<file path="config.mk">
export PLATFORM = sky130hd
export DESIGN_NAME = if_fetch_unit
export DESIGN_NICKNAME = d
export VERILOG_FILES = /design/src/rtl/if_fetch_unit.sv
export SDC_FILE = /design/constraint.sdc
export NUM_CORES = 1
export LEC_CHECK = 0
export CAP_MARGIN = 20
export CORE_MARGIN = 10
export CORE_UTILIZATION = 47
export CTS_CLUSTER_DIAMETER = 30
export DETAILED_ROUTE_END_ITERATION = 12
export PLACE_DENSITY = 0.81
export RECOVER_POWER = 50
export SLEW_MARGIN = 20
export SYNTH_ARGS = -nofsm -noshare
export SYNTH_HDL_FRONTEND = slang
export SYNTH_SLANG_ARGS = --single-unit
</file>
<file path="constraint.sdc">
create_clock -name clk -period 2.6 [get_ports clk]
set_clock_uncertainty 0.2 [all_clocks]
set_input_delay 0.39 -clock clk [delete_from_list [all_inputs] [get_ports clk]]
set_output_delay 0.39 -clock clk [all_outputs]
set_load 0.01 [all_outputs]
</file>
<file path="src/rtl/if_fetch_unit.sv">
// Instruction fetch stage: owns the PC, keeps one imem request outstanding,
// and buffers the returned word for the IF/ID register.
module if_fetch_unit #(
  parameter logic [31:0] RESET_PC = 32'h0000_0000
) (
  input  logic        clk,
  input  logic        reset,
  input  logic        stall,
  input  logic        redirect_valid,
  input  logic [31:0] redirect_pc,
  output logic        imem_req_valid,
  input  logic        imem_req_ready,
  output logic [31:0] imem_req_addr,
  input  logic        imem_resp_valid,
  input  logic [31:0] imem_resp_data,
  output logic [31:0] instruction_out,
  output logic [31:0] pc_plus4_out,
  output logic        fetch_valid
);

  typedef enum logic {
    S_REQ  = 1'b0,
    S_WAIT = 1'b1
  } state_t;

  state_t      state_q, state_d;
  logic [31:0] pc_q, pc_d;
  logic [31:0] req_pc_q, req_pc_d;
  logic [31:0] instr_q, instr_d;
  logic [31:0] pc4_q, pc4_d;
  logic        kill_q, kill_d;
  logic        fv_q, fv_d;

  logic        req_fire;
  logic        resp_hit;
  logic        resp_load;

  // Only request when the buffer is free (or draining) so a reply never lands on held data.
  always_comb begin
    imem_req_valid = reset && (state_q == S_REQ) && (!fv_q || !stall) && !redirect_valid;
  end

  always_comb begin
    req_fire  = imem_req_valid && imem_req_ready;
    resp_hit  = (state_q == S_WAIT) && imem_resp_valid;
    resp_load = resp_hit && !kill_q && !redirect_valid;

    state_d  = state_q;
    pc_d     = pc_q;
    req_pc_d = req_pc_q;
    instr_d  = instr_q;
    pc4_d    = pc4_q;
    kill_d   = kill_q;
    fv_d     = fv_q;

    if (fv_q && !stall) begin
      fv_d = 1'b0;
    end

    if (req_fire) begin
      req_pc_d = pc_q;
      state_d  = S_WAIT;
    end

    if (resp_hit) begin
      state_d = S_REQ;
      kill_d  = 1'b0;
      if (resp_load) begin
        instr_d = imem_resp_data;
        pc4_d   = req_pc_q + 32'd4;
        pc_d    = req_pc_q + 32'd4;
        fv_d    = 1'b1;
      end
    end

    // A redirect flushes the buffer; if a request is still in flight its reply must be dropped.
    if (redirect_valid) begin
      pc_d = redirect_pc & ~32'd3;
      fv_d = 1'b0;
      if (((state_q == S_WAIT) && !imem_resp_valid) || req_fire) begin
        kill_d  = 1'b1;
        state_d = S_WAIT;
      end
    end
  end

  always_ff @(posedge clk) begin
    if (!reset) begin
      state_q  <= S_REQ;
      pc_q     <= RESET_PC;
      req_pc_q <= 32'd0;
      instr_q  <= 32'd0;
      pc4_q    <= 32'd0;
      kill_q   <= 1'b0;
      fv_q     <= 1'b0;
    end else begin
      state_q  <= state_d;
      pc_q     <= pc_d;
      req_pc_q <= req_pc_d;
      instr_q  <= instr_d;
      pc4_q    <= pc4_d;
      kill_q   <= kill_d;
      fv_q     <= fv_d;
    end
  end

  assign imem_req_addr   = pc_q;
  assign instruction_out = instr_q;
  assign pc_plus4_out    = pc4_q;
  assign fetch_valid     = fv_q;

endmodule

</file>
# Word-level counts from Yosys, hierarchy flattened
# Cells that the tools add are included.
[word_totals] regBits=131 latchBits=0 ram_bits=0 romBits=0 input_bits=70 output_inout_bits=98 elab_cells=45 n_memories=0
[op_classes] add_sub_neg=1 multipliers=0 div=0 n_lt_le_gt_ge=0 eq_ne=0 shifts=0 mux=13 bitwise_logic=2 reduce_logical=21
[op_table] op="32-bit two-way mux" n=3
[op_table] op="32-bit by 3-bit adder with 32-bit output (second input constant)" n=1
[op_table] op="1-bit two-way mux" n=10
[op_table] op="1-bit logical AND" n=9
[op_table] op="1-bit logical NOT" n=5
[op_table] op="2-bit AND reduction" n=2
[op_table] op="2-bit nonzero test" n=2
[op_table] op="1-bit logical OR" n=2
[op_table] op="1-bit inverter" n=2
[op_table] op="2-bit OR reduction" n=1

# Logic depth before layout (Yosys ltp)
[logic_depth] depth_word=9 ltp_mapped=7 ltp_nobuf=6

# Worst setup path after synthesis
# OpenSTA, ideal clock, no wires.
[synth_timing] path_kind="flip-flop to flip-flop" start="register req_pc_q[2]" end="register pc_q[28], in the netlist imem_req_addr[28]" setup_time_ns=0.120 arrival_time_ns=2.010 path_slack_ns=0.270 stages_incl_launch_ff=7 synth_period_minus_slack_ns=2.330 path_cell_list="dfxtp_1 ha_1 nand2_1 or3_1 or3_1 and3_1 o31a_1"
[synth_via] elab_chain_len=4
[synth_rtl] item="start, declared" line="28" source="logic [31:0] req_pc_q, req_pc_d;"
[synth_rtl] item="start signal, assigned" line="99" source="req_pc_q <= req_pc_d;"
[synth_rtl] item="32-bit by 3-bit adder with 32-bit output" line="71" source="pc_d = req_pc_q + 32'd4;"
[synth_rtl] item="32-bit two-way mux" line="68" source="if (resp_load) begin"
[synth_rtl] item="32-bit two-way mux" line="65" source="if (resp_hit) begin"
[synth_rtl] item="32-bit two-way mux" line="77" source="if (redirect_valid) begin"
[synth_rtl] item="end signal, assigned" line="98" source="pc_q <= pc_d;"
[synth_rtl] item="end, declared" line="27" source="logic [31:0] pc_q, pc_d;"
# No other way between the ends. The select of a mux whose other input is x is not followed.
# A chain may end at the register's enable or synchronous reset.

# Worst setup path after layout
[layout_timing] start="register req_pc_q[9]" end="register pc_q[23], in the netlist imem_req_addr[23]"
# Same word-level chain as after synthesis.

==> flow_summary_export.csv <==
group,metric,value,unit
outcome,outcome,"completed",
power_and_ir_drop,finalPower,4.68,mW
cells_and_area,antenna_cells,0,
worst_setup_path,setup.worst_path.start_class,"flip-flop",
cells_and_area,drive_above_1_share,7.74,%
floorplan,start_util,47.6,%
cells_and_area,multi_input_area,2560,um2
timing,hold_ws,0.253,ns
detailed_routing,drc,0,
power_and_ir_drop,p_per_area,603,nW/um2
cells_and_area,design_area,7770,um2
clock_network,cts_tree,"done",
worst_setup_path,crit_path_end_kind,"flip-flop",
detailed_routing,wire_per_inst,18.5,um
clock_network,clkSinkCount,131,
global_routing,grt_pass1_wl,28700,um
placement,place.port_buffers,165,
detailed_routing,drt_iter0_drc,413,
timing,fin_ws,0.153,ns
detailed_routing,first_pass_iters,5,
floorplan,core.rowCount,39,
logic_synthesis,ys_seq_area_share,48.7,%
logic_synthesis,synth_area_per_cell,7.92,um2
timing,hold_violations,0,
floorplan,core-area,11300,um2
detailed_routing,ant_nets,0,
cells_and_area,area_delta_synth_final,44.2,%
logic_synthesis,async_flop_share,0,%
global_routing,grt_pass1_vias,5551,
clock_network,post_cts_buffers,0,
power_and_ir_drop,vdd_drop_max,0.431,mV
timing,worst_pin_slew,1.18,ns
clock_network,clk_pin_slew,0.06,ns
worst_setup_path,crit_type,"flip-flop to flip-flop",
clock_network,clk_latency,0.42,ns
cells_and_area,finalNetCount,911,
clock_network,cts_hold_buf,0,
logic_synthesis,synthFlopType,"dfxtp_1",
global_routing,grt_max_degree,46,
global_routing,antenna_found_initial,0,
worst_setup_path,cp.arrival,2.61,ns
power_and_ir_drop,p_leak,2.85,nW
clock_network,htreeDepth,4,
timing,fin_tns_setup,0,ns
placement,place.gp.congestion,0.937,
logic_synthesis,synth_fp_nets,752,
floorplan,fp.dieArea,16200,um2
cells_and_area,regArea,2620,um2
timing,min_period,2.45,ns
job,cap_viol_max_count,0,
timing,setup_viol,0,
cells_and_area,final_core_util,68.6,%
worst_setup_path,worstPathMaxFanout,10,
clock_network,numCtsBuffers,17,
timing,rsz0062_at_grt,"no",
detailed_routing,vias,5558,
cells_and_area,layoutNonFillerInstCount,996,
cells_and_area,final_cell_mix,"nand2_1 (172), dfxtp_1 (131), a21oi_1 (107)",
timing,fin_crit_sh,94.1,%
clock_network,clock_path_buffers,2,
logic_synthesis,synth_edf_count,0,
worst_setup_path,required,2.76,ns
global_routing,grt_usage,21.8,%
floorplan,die_w,127,um
detailed_routing,finalWirelength,18400,um
timing,fmax,409,MHz
hold_path,worstHoldPathType,"flip-flop to flip-flop",
placement,dp_worst_setup_slack,0.0537,ns
cells_and_area,layout_commonest_cell,"nand2_1",
logic_synthesis,yosys.cell_types.count,46,
logic_synthesis,ys_ff_latch,131,
timing,drv_slew,0,
placement,dpl.hpwl,13000,um
placement,dp.cells,964,
clock_network,root_buffer,"clkbuf_16",
floorplan,die_h,127,um
detailed_routing,routed_via_density,5.58,
placement,place_area,7260,um2
logic_synthesis,yosysWarnings,0,
clock_network,ctsResizeCount,1,
logic_synthesis,synth.cell_area,5390,um2
logic_synthesis,synth_cells,681,
timing,slew_headroom,21.3,%
floorplan,io_pins,168,
global_routing,grt_overflow_total,0,
cells_and_area,fillers,941,
-- critical path: stages (launching register included) --
cell     delay [ns]
dfxtp_1        0.47
nand4_4        0.21
or4_1          0.67
or4_4          0.47
a21oi_1        0.22
o21a_1         0.15
-- synthesized netlist by cell type, types with 4 or more instances --
master,number,area [um2]
or3_1,6,37.5
a31oi_1,5,31.3
xnor2_1,13,114
nor3_1,11,55.1
nand2_1,173,649
a21oi_1,107,536
a211oi_1,14,105
clkbuf_1,43,161
a31o_2,5,43.8
dfxtp_1,131,2620
inv_1,4,15.0
and2_1,8,50.1
xor2_1,9,78.8
nand3_1,19,95.1
nand4_1,6,37.5
nor2_1,27,101
o22ai_1,4,25.0
nor4_1,9,56.3
and3_1,11,68.8
o221ai_1,4,35.0
buf_1,6,22.5
o21ai_0,31,155
-- registers in the layout, summed over array words and instances, names as in the netlist --
signal / flops
instruction_out: 32
kill_q: 1
state_q: 1
imem_req_addr: 32
req_pc_q: 32
pc_plus4_out: 32
fetch_valid: 1
-- where the power goes --
group / internal [mW] / total (mW) / switching [mW]
clock network: 1.32 / 2.19 / 0.871
registers: 2.06 / 2.10 / 0.0421
logic: 0.211 / 0.393 / 0.182
-- area by class of cell --
class                   instances  area share, %
clock inverters                12           1.16
repair buffers                192           23.9
inverters                       4          0.193
well taps                     143           2.30
clock buffers                  20           5.75
multi-input cells             494           32.9
flip-flops and latches        131           33.8
-- path summary, 6_finish.rpt --
path	from	to	slack (ns)	cells past startpoint
worst min register to register	instruction_out[5]	instruction_out[5]	0.25	2
worst max-delay path	req_pc_q[9]	imem_req_addr[23]	0.15	5
worst max register to register	req_pc_q[9]	imem_req_addr[23]	0.15	5
worst min-delay path	instruction_out[5]	instruction_out[5]	0.25	2
-- kinds of logic (layout without fill, tap and decap cells) --
kind of cell,count (synthesis),count (layout),synth area share [%]
buffers and inverters,56,228,3.97
and+or+nand+nor,284,284,23.7
DFF,131,131,48.7
adders and majority gates,1,1,0.232
AOI/OAI and AO/OA,185,185,19.5
muxes,2,2,0.371
xor gates and xnor gates,22,22,3.57
-- layer usage --
layer | share of wire, % | track usage (%) | vias to the layer above
li1 | - | - | 2674
met1 | 39 | 24.5 | 2645
met2 | 52 | 37.8 | 207
met3 | 6.8 | 7.07 | 32
met4 | 2.0 | 7.70 | 0
met5 | 0 | 0 | -
No activity file was read; power rests on OpenSTA's default activity.
